[config.mk]
export PLATFORM = sky130hd
export DESIGN_NAME = cpu_ctrl
export DESIGN_NICKNAME = d
export VERILOG_FILES = /design/src/rtl/cpu_pkg.sv /design/src/rtl/cpu_ctrl_decode.sv /design/src/rtl/cpu_ctrl.sv
export SDC_FILE = /design/constraint.sdc
export NUM_CORES = 1
export LEC_CHECK = 0
export ABC_CLOCK_PERIOD_IN_PS = 2850
export CAP_MARGIN = 20
export CORE_ASPECT_RATIO = 0.8
export CORE_MARGIN = 2
export CORE_UTILIZATION = 29
export CTS_BUF_LIST = sky130_fd_sc_hd__clkbuf_4
export CTS_CLUSTER_SIZE = 10
export DETAILED_ROUTE_END_ITERATION = 8
export REMOVE_ABC_BUFFERS = 1
export SYNTH_ARGS = -nofsm -noshare
export SYNTH_HDL_FRONTEND = slang
export SYNTH_SLANG_ARGS = --single-unit
[constraint.sdc]
create_clock -name clk -period 2.85 [get_ports clk]
set_clock_uncertainty 0.2 [all_clocks]
set_input_delay 0.57 -clock clk [delete_from_list [all_inputs] [get_ports clk]]
set_output_delay 0.57 -clock clk [all_outputs]
set_load 0.01 [all_outputs]
[src/rtl/cpu_pkg.sv]
// Shared types and field layout for the cpu_ctrl sequencer.
// Holds the opcode and state encodings used by the decoder and the FSM.
package cpu_pkg;

  typedef enum logic [1:0] {
    OP_MOV = 2'b00,
    OP_LDI = 2'b01,
    OP_ADD = 2'b10,
    OP_SYS = 2'b11
  } opcode_t;

  typedef enum logic [2:0] {
    CLS_NOP,
    CLS_MOV,
    CLS_LDI,
    CLS_ADD,
    CLS_HALT
  } iclass_t;

  typedef enum logic [2:0] {
    S_FETCH,
    S_DECODE,
    S_IMM,
    S_RD_RS,
    S_RD_RD,
    S_WRITE,
    S_HALT
  } state_t;

  localparam int OPC_LSB = 6;
  localparam int OPC_W   = 2;
  localparam int RD_LSB  = 3;
  localparam int RS_LSB  = 0;
  localparam int FIELD_W = 3;

  // The system opcode with this rs field halts; any other rs is a NOP.
  localparam logic [FIELD_W-1:0] HALT_RS = 3'b111;

endpackage

[src/rtl/cpu_ctrl_decode.sv]
// Combinational instruction decoder: splits ir into its class and the
// rd/rs register selects used by the cpu_ctrl FSM.
module cpu_ctrl_decode
  import cpu_pkg::*;
#(
  parameter int DW  = 8,
  parameter int RAW = 3
) (
  input  logic [DW-1:0]  ir,
  output iclass_t        iclass,
  output logic [RAW-1:0] rd,
  output logic [RAW-1:0] rs
);

  opcode_t              opc;
  logic [FIELD_W-1:0]   rd_f;
  logic [FIELD_W-1:0]   rs_f;

  always_comb begin
    opc  = opcode_t'(ir[OPC_LSB +: OPC_W]);
    rd_f = ir[RD_LSB +: FIELD_W];
    rs_f = ir[RS_LSB +: FIELD_W];
    iclass = CLS_NOP;
    case (opc)
      OP_MOV:  iclass = CLS_MOV;
      OP_LDI:  iclass = CLS_LDI;
      OP_ADD:  iclass = CLS_ADD;
      OP_SYS:  iclass = (rs_f == HALT_RS) ? CLS_HALT : CLS_NOP;
      default: iclass = CLS_NOP;
    endcase
  end

  assign rd = RAW'(rd_f);
  assign rs = RAW'(rs_f);

endmodule

[src/rtl/cpu_ctrl.sv]
// Multi-cycle register-transfer controller driving a shared bus and register file.
// Optional ADD flags are built only when CPU_CTRL_FLAGS_EN is defined.
module cpu_ctrl
  import cpu_pkg::*;
#(
  parameter int DW  = 8,
  parameter int RAW = 3
) (
  input  logic           clk,
  input  logic           rst,
  input  logic [DW-1:0]  instr,
  input  logic           instr_valid,
  output logic           instr_ready,
  input  logic [DW-1:0]  bus_in,
  output logic [DW-1:0]  bus_out,
  output logic           bus_oe,
  output logic [RAW-1:0] reg_sel,
  output logic           reg_rd,
  output logic           reg_wr,
  output logic           halted,
  output logic           flag_z,
  output logic           flag_c
);

  state_t         state;
  state_t         nxt_state;
  logic [DW-1:0]  ir;
  logic [DW-1:0]  tmp;
  logic [DW-1:0]  nxt_tmp;
  logic [DW-1:0]  add_res;
  iclass_t        iclass;
  logic [RAW-1:0] rd;
  logic [RAW-1:0] rs;
  logic           ready_q;
  logic           xfer;

  logic           nxt_ready;
  logic           nxt_halted;
  logic           nxt_rd;
  logic           nxt_wr;
  logic           nxt_oe;
  logic [RAW-1:0] nxt_sel;
  logic [DW-1:0]  nxt_bus_out;

  cpu_ctrl_decode #(
    .DW  (DW),
    .RAW (RAW)
  ) u_decode (
    .ir     (ir),
    .iclass (iclass),
    .rd     (rd),
    .rs     (rs)
  );

  // Gating with rst keeps the handshake closed while reset is held.
  assign instr_ready = ready_q & rst;
  assign xfer        = instr_valid & instr_ready;

`ifdef CPU_CTRL_FLAGS_EN
  logic [DW:0] sum;
  logic        z_q;
  logic        c_q;

  assign sum     = {1'b0, bus_in} + {1'b0, tmp};
  assign add_res = sum[DW-1:0];

  always_ff @(posedge clk) begin
    if (!rst) begin
      z_q <= 1'b0;
      c_q <= 1'b0;
    end else if (state == S_RD_RD) begin
      z_q <= (sum[DW-1:0] == '0);
      c_q <= sum[DW];
    end
  end

  assign flag_z = z_q;
  assign flag_c = c_q;
`else
  assign add_res = bus_in + tmp;
  assign flag_z  = 1'b0;
  assign flag_c  = 1'b0;
`endif

  always_comb begin
    nxt_state = state;
    nxt_tmp   = tmp;
    case (state)
      S_FETCH:  if (xfer) nxt_state = S_DECODE;
      S_DECODE: begin
        case (iclass)
          CLS_MOV, CLS_ADD: nxt_state = S_RD_RS;
          CLS_LDI:          nxt_state = S_IMM;
          CLS_HALT:         nxt_state = S_HALT;
          default:          nxt_state = S_FETCH;
        endcase
      end
      S_IMM: begin
        if (xfer) begin
          nxt_tmp   = instr;
          nxt_state = S_WRITE;
        end
      end
      S_RD_RS: begin
        nxt_tmp   = bus_in;
        nxt_state = (iclass == CLS_ADD) ? S_RD_RD : S_WRITE;
      end
      S_RD_RD: begin
        nxt_tmp   = add_res;
        nxt_state = S_WRITE;
      end
      S_WRITE:  nxt_state = S_FETCH;
      S_HALT:   nxt_state = S_HALT;
      default:  nxt_state = S_FETCH;
    endcase
  end

  // Outputs are decoded from the next state so they register alongside it.
  always_comb begin
    nxt_ready   = 1'b0;
    nxt_halted  = 1'b0;
    nxt_rd      = 1'b0;
    nxt_wr      = 1'b0;
    nxt_oe      = 1'b0;
    nxt_sel     = '0;
    nxt_bus_out = '0;
    case (nxt_state)
      S_FETCH, S_IMM: nxt_ready = 1'b1;
      S_RD_RS: begin
        nxt_sel = rs;
        nxt_rd  = 1'b1;
      end
      S_RD_RD: begin
        nxt_sel = rd;
        nxt_rd  = 1'b1;
      end
      S_WRITE: begin
        nxt_sel     = rd;
        nxt_oe      = 1'b1;
        nxt_wr      = 1'b1;
        nxt_bus_out = nxt_tmp;
      end
      S_HALT:  nxt_halted = 1'b1;
      default: nxt_ready  = 1'b0;
    endcase
  end

  always_ff @(posedge clk) begin
    if (!rst) begin
      state   <= S_FETCH;
      ir      <= '0;
      tmp     <= '0;
      ready_q <= 1'b1;
      halted  <= 1'b0;
      reg_rd  <= 1'b0;
      reg_wr  <= 1'b0;
      bus_oe  <= 1'b0;
      reg_sel <= '0;
      bus_out <= '0;
    end else begin
      state   <= nxt_state;
      tmp     <= nxt_tmp;
      if (state == S_FETCH && xfer) ir <= instr;
      ready_q <= nxt_ready;
      halted  <= nxt_halted;
      reg_rd  <= nxt_rd;
      reg_wr  <= nxt_wr;
      bus_oe  <= nxt_oe;
      reg_sel <= nxt_sel;
      bus_out <= nxt_bus_out;
    end
  end

endmodule

After elaboration in Yosys (flattened, before gate mapping):

Index checks and enable logic that the tools add are counted.

* bits in registers: 34
* output and inout port bits: 18
* logic and storage cells: 53

* $add $sub $neg: 1
* eq/ne operators: 18
* multiplexer cells: 14
* bitwise gates (word level): 2
* reduce and logical (&&, ||, !) cells: 9

Operators by type and width (number)
* 8-bit one-hot mux with 3 select lines: 1
* 3-bit == test (second input constant): 7
* 3-bit by 2-bit == test with 1-bit output (second input constant): 6
* 3-bit one-hot mux with 6 select lines: 1
* 3-bit one-hot mux with 4 select lines: 1
* 3-bit 2-to-1 mux: 3
* 3-bit one-hot mux with 3 select lines: 1
* 8-bit adder: 1
* 8-bit 2-to-1 mux: 1
* 2-bit OR reduction: 4
* 3-bit by 1-bit == test with 1-bit output (second input constant): 2
* 3-bit logical NOT: 2
* 3-bit one-hot mux with 2 select lines: 1
* 1-bit 2-to-1 mux: 5
* 2-bit == test (second input constant): 2
* 1-bit AND: 2
* 2-bit by 1-bit == test with 1-bit output (second input constant): 1
* 2-bit logical NOT: 1
* 2-bit AND reduction: 1
* 1-bit logical AND: 1

Logic depth before layout (Yosys ltp):

Gate-level depths: netlist of run 1.

* depth after elaboration: 10
* gate-level depth with buffers: 7

By module:

From an unflattened synthesis of run 1, not the netlist that was laid out.

* cells, all modules: 216
* area, all modules: 1960.6 µm²

By module, submodules not included
* cpu_ctrl: times used 1, cells an instance 203, area each 1855.5 µm², seq. area each 680.7 µm²
* cpu_ctrl_decode: times used 1, cells an instance 13, area each 105.1 µm², seq. area each 0.0 µm²

Least setup slack after synthesis of run 1:

OpenSTA, ideal clock, no wires.

* kind: input -> register
* start point: in bus_in[0]
* end point: reg tmp[6]
* setup time: 0.075 ns
* arrival time: 1.981 ns
* required time: 2.575 ns
* setup slack: 0.595 ns
* cell stages on the path: 6
* buffers on the path: 0
* cell sequence: ha_1 > fa_1 > a21o_1 > a2111oi_0 > o211ai_1 > o22ai_1

* cells in the longest elaborated chain, start to end: 2

Ends and longest elaborated chain
* start: declaration: RTL line cpu_ctrl.sv:14 `input logic [DW-1:0] bus_in,`
* 8-bit adder: RTL line cpu_ctrl.sv:80 `assign add_res = bus_in + tmp;`
* 8-bit one-hot mux with 3 select lines: RTL line cpu_ctrl.sv:88 `case (state)`
* end signal: assignment: RTL line cpu_ctrl.sv:162 `tmp <= nxt_tmp;`
* end: declaration: RTL line cpu_ctrl.sv:28 `logic [DW-1:0] tmp;`

No other way between the ends.
A chain may end at the register's enable or synchronous reset.

Worst setup path in the final report of run 1:

* start point: in rst
* end point: out instr_ready

* cells in the longest elaborated chain, start to end: 1

Ends and longest elaborated chain
* start: declaration: RTL line cpu_ctrl.sv:10 `input logic rst,`
* 1-bit AND: RTL line cpu_ctrl.sv:56 `assign instr_ready = ready_q & rst;`
* end: declaration: RTL line cpu_ctrl.sv:13 `output logic instr_ready,`

No other way between the ends.

==> metrics, run 1 <==
status=finished, final reports clean; Detail Route Antenna Nets=0; Yosys top cell by area=dfxtp_1; final period utilization=93.1%; CTS clk-pin slew, worst paths=0.10 ns; fin area=2350 µm²; initial core utilization=29.6%; cts repair resizes=0; Vias/cell=between 5 and 6; crit-path max cell delay=0.62 ns; Synth top cells by count=34 x dfxtp_1, 20 x nor2_1, 10 x mux2i_1, 9 x a21oi_1; Max Buffers Root-to-Sink=2; first-pass GRT wire length=7710 µm; worst-margin pin slew=0.600 ns; number of library cell types mapped by synthesis=58; hold_sp=tmp[2]$_SDFF_PN0_; CP cell instances=clkdlybuf4s50_1 -> and2_1 -> clkdlybuf4s50_1; cell count of the worst reg-to-reg path=6; worst r2r src=tmp[0]$_SDFF_PN0_; core area=6280 µm²; power density cells=552 nW/µm²; Critical Path RT=2.08 ns; total of max-cap violations=0; flop-to-flop setup slack=0.68 ns; crit end category=output port; WHS Path Cells=2; number of synthesized register bits=34; GP Congestion=between 0.9 and 1; DP Area=2300 µm²; # port buffers=34; cts hold-fix bufs=0; Arr. time, crit path=1.88 ns; main flop type after synthesis=dfxtp_1; syn avg cell area=9.28 µm²; Net count, final=266; sequential cell area=approximately 680 µm²; Area Growth Syn to Fin=26.5%; Fin. Hold Viols=0; total length of routed wires=between 4000 and 5000 µm; final setup fails=0; clk_lat worst skew=between 0.3 and 0.4 ns; area occupied by multi-input gates=1070 µm²; Design Power=1.30 mW; row count=26; WHS Endpoint=tmp[2]$_SDFF_PN0_; I/O pin total=37; EDFF count, synth=0; GRT overflow=0; drt wl/cell=14.7 µm; Ys Warns=0; layout cells sized above 1=between 10% and 20%; Slew Viols, Final=0; Die Y=75.6 µm; Tmin final=2.65 ns; Die Wd=93.5 µm; Slew HR=59.9%; number of global-route vias before repair=1,502; Cells after Synth=200; detailed-placement wirelength estimate=roughly 3600 µm; fmax=0.377 GHz; CTS buffer count=5; drt first pass iters=4; Residual DRC=0; Post-synth ARST share=0%; # diodes=0; H-tree Lvls=2; Lkg Pwr=0.923 nW; Initial DRC Count=211; Seq/Total Area, Yosys=between 30% and 40%; synthesized area=1860 µm²; fillcell total=643; WS Path Type=in2out; Root Buffer Master=clkbuf_4; slowest CP cell=clkdlybuf4s50_1; top post-synthesis cells by area=dfxtp_1 37%, mux2i_1 5.4%, ha_1 4.7%, nor2_1 4.0%, a211oi_1 2.8%; VDD IR max=about 0.00022 V; CP Max Fanout=4; RSZ-0062 raised after global routing=no; CTS Sinks=34; full die area=7060 µm²; largest net degree at the start of global routing=19; cell repeated most along the worst path=clkdlybuf4s50_1; GRT Total Usage=14.3%; worst reg2reg path endpoint=tmp[6]$_SDFF_PN0_; CTS tree=done; vias=1,634; top-area cell type share of the netlist area=36.7%; setup bufs post-CTS=0; CP Launch Type=input pin; Hold WC Path Type=reg2reg; most numerous cell in the Yosys netlist=dfxtp_1; initial antenna violation count=0
kinds of logic after synthesis:
| family | after synthesis | synth area share [%] |
|---|---|---|
| xor+xnor | 2 | 0.944 |
| flops | 34 | 36.7 |
| buf+inv | 19 | 5.73 |
| other cells | 1 | 0.202 |
| simple gates | 66 | 20.1 |
| compound gates | 59 | 24.6 |
| mux | 11 | 6.00 |
| fa+ha+maj | 8 | 5.79 |
how the worst max path moves through the flow:
stage | start | end | slack (ns) | cells after the start
after floorplan | bus_in[0] | tmp[6]$_SDFF_PN0_ | 0.59 | 6
after global placement | bus_in[0] | tmp[6]$_SDFF_PN0_ | 0.02 | 7
after detailed placement | bus_in[0] | tmp[6]$_SDFF_PN0_ | -0.02 | 7
after CTS | rst | instr_ready | 0.19 | 3
after global routing | rst | instr_ready | 0.15 | 3
final | rst | instr_ready | 0.20 | 3
power by group:
group	leakage [nW]	total, mW	switching [mW]	internal [mW]
Combinational	0.620	0.454	0.230	0.225
Sequential	0.276	0.597	0.0686	0.528
Clock	0.0277	0.246	0.158	0.0879
registers in the layout, indices dropped and copies added (netlist names):
signal,count
bus_out,8
ir,8
tmp,8
reg_sel,3
state,3
halted,1
ready_q,1
reg_rd,1
reg_wr,1
cell usage in the layout, fill, tap and decap left out, types with 3 or more instances in the layout:
master / Yosys / layout
a21oi_1: 9 / 9
a211oi_1: 7 / 7
a22oi_1: 3 / 3
clkdlybuf4s50_1: 0 / 34
o21ai_0: 6 / 6
clkbuf_4: 0 / 5
o211ai_1: 5 / 5
mux2i_1: 10 / 10
and3_1: 5 / 5
nor3_1: 3 / 3
inv_1: 5 / 5
a222oi_1: 3 / 3
buf_4: 5 / 11
ha_1: 7 / 7
dfxtp_1: 34 / 34
nor2_1: 20 / 20
nand2_1: 7 / 7
and2_1: 7 / 7
nand2b_1: 3 / 3
clkinv_1: 0 / 3
critical path: cells and delay by family:
kind / cells / cell delay, ns
AND/OR/NAND/NOR: 1 / 0.17
buffers and inverters: 2 / 1.15
layout make-up:
class	count	share of cell area, %
Inverter	5	0.799
Timing Repair Buffer	45	18.0
Clock inverter	3	0.479
Multi-Input combinational cell	148	45.7
Tap cell	84	4.47
Sequential cell	34	29.0
Clock buffer	5	1.60
stage by stage:
| step | worst slack [ns] | util [%] | instances | TNS [ns] | hold WS [ns] |
|---|---|---|---|---|---|
| global placement | 0.0235 | 36.6 | 316 | 0 | 0.273 |
| detailed placement | -0.0246 | 36.6 | 316 | -0.0246 | 0.280 |
| CTS | 0.191 | 37.4 | 324 | 0 | 0.296 |
| floorplan | 0.595 | - | 187 | 0 | 0.259 |
| finish | 0.195 | 37.4 | 324 | 0 | 0.294 |
| global route | 0.150 | 37.4 | 324 | 0 | 0.333 |
per-layer routing:
metal	share of wire (%)	GRT usage (%)	vias to the layer above
li1	-	-	826
met1	50	21.4	747
met2	41	20.7	56
met3	7.9	3.86	5
met4	0.63	2.94	0
met5	0	0	-
No activity file was read; power rests on OpenSTA's default activity.
==> inputs of run 2 (changes only) <==
--- a/config.mk
+++ b/config.mk
@@ -8,7 +8,6 @@
 export ABC_CLOCK_PERIOD_IN_PS = 2850
 export CAP_MARGIN = 20
 export CORE_ASPECT_RATIO = 0.8
-export CORE_MARGIN = 2
 export CORE_UTILIZATION = 29
 export CTS_BUF_LIST = sky130_fd_sc_hd__clkbuf_4
 export CTS_CLUSTER_SIZE = 10
==> run 2 against run 1 <==
Critical path depth unchanged; first-iteration DRC count down 43%; setup slack better by 0.062 ns; highest routed layer unchanged; largest power group unchanged; via count up 2.8%; non-clock buffer count unchanged; count of clock-buffer cells in the layout unchanged; largest cell class unchanged; design area up 2.3%; sequential cell count unchanged.
==> metrics, run 2 (same netlist as run 1, synthesis figures left out) <==
vias=1,680; hold_sp=tmp[2]$_SDFF_PN0_; WHS Endpoint=tmp[2]$_SDFF_PN0_; WS Path Type=in2out; drt wl/cell=15.0 µm; flop-to-flop setup slack=0.62 ns; fmax=0.386 GHz; post-layout util=39.8%; final setup fails=0; CP Launch Type=input pin; full die area=6730 µm²; final period utilization=91.0%; Area Growth Syn to Fin=29.4%; Net count, final=approximately 270; Vias/cell=5.23; Detail Route Antenna Nets=0; total length of routed wires=approximately 4800 µm; VDD IR max=0.000252 V; Tmin final=between 2 and 3 ns; initial antenna violation count=0; clk_lat worst skew=0.35 ns; slowest CP cell=clkdlybuf4s50_1; drt first pass iters=4; core area=6040 µm²; Max Buffers Root-to-Sink=2; GRT Total Usage=15.5%; I/O pin total=37; CTS tree=done; Slew Viols, Final=0; CTS Sinks=34; largest net degree at the start of global routing=17; crit-path max cell delay=0.56 ns; CTS clk-pin slew, worst paths=0.12 ns; row count=25; setup bufs post-CTS=0; Die Wd=91.5 µm; Initial DRC Count=approximately 120; worst reg2reg path endpoint=tmp[6]$_SDFF_PN0_; initial core utilization=30.8%; CP Max Fanout=3; Slew HR=about two thirds; Critical Path RT=between 2 and 2.5 ns; Fin. Hold Viols=0; Die Y=73.6 µm; Residual DRC=0; DP Area=between 2000 and 2500 µm²; worst-margin pin slew=0.504 ns; RSZ-0062 raised after global routing=no; cts repair resizes=0; fin area=2400 µm²; crit end category=output port; # port buffers=34; GRT overflow=0; # diodes=0; total of max-cap violations=0; detailed-placement wirelength estimate=3700 µm; Lkg Pwr=around 0.95 nW; cts hold-fix bufs=0; Hold WC Path Type=reg2reg; biggest regs=bus_out: 8 flops, ir: 8 flops, tmp: 8 flops; cell repeated most along the worst path=clkdlybuf4s50_1; Root Buffer Master=clkbuf_4; first-pass GRT wire length=7960 µm; Min Hold Slack=0.290 ns; H-tree Lvls=2; GP Congestion=~0.88; most frequent cells in the layout=34 x dfxtp_1, 34 x clkdlybuf4s50_1, 20 x nor2_1; CP cell instances=clkdlybuf4s50_1 -> and2_1 -> clkdlybuf4s50_1; CTS buffer count=5; status=finished, final reports clean; Arr. time, crit path=between 1.5 and 2 ns; power density cells=630 nW/µm²; cell count of the worst reg-to-reg path=6; layout cells sized above 1=between 10% and 20%; Design Power=around 1.5 mW; number of global-route vias before repair=about 1,600; worst r2r src=tmp[0]$_SDFF_PN0_; WHS Path Cells=2
## run 2: worst max-delay path: cells and delay by family
family | cells | cell delay, ns
simple gates | 1 | 0.16
buf+inv | 2 | 1.09
## run 2: final cells by class
type                       instances  area (µm²)
clock inverter                     3        68.8
sequential                        34         681
multi-input combinational        148        1070
timing repair buffer              45         423
tap                               81         101
fill                             599        3630
inverter                           5        18.8
clock buffer                       5        37.5
## run 2: worst max path at each step
stage	startpoint	endpoint	slack (ns)	cells after the start
floorplan	bus_in[0]	tmp[6]$_SDFF_PN0_	0.59	6
global placement	bus_in[0]	tmp[6]$_SDFF_PN0_	0.01	7
detailed placement	bus_in[0]	tmp[6]$_SDFF_PN0_	-0.08	7
CTS	rst	instr_ready	0.25	3
global route	bus_in[0]	bus_out[6]$_SDFF_PN0_	0.18	7
finish	rst	instr_ready	0.26	3
## run 2: through the flow
step                TNS [ns]  instances  setup slack [ns]
floorplan                  0        187             0.595
global placement           0        313            0.0112
detailed placement    -0.117        313           -0.0765
CTS                        0        321             0.247
global route               0        321             0.184
finish                     0        321             0.258
## run 2: per-layer routing
metal	vias up	GRT usage, %	share of wire [%]
li1	827	-	-
met1	804	22.1	53
met2	41	22.8	41
met3	8	3.52	4.8
met4	0	5.29	1.4
met5	-	0	0
## run 2: power by group
part	switching, mW	internal, mW
Sequential	0.0699	0.528
Clock	0.183	0.274
Combinational	0.233	0.226
Total	0.486	1.03
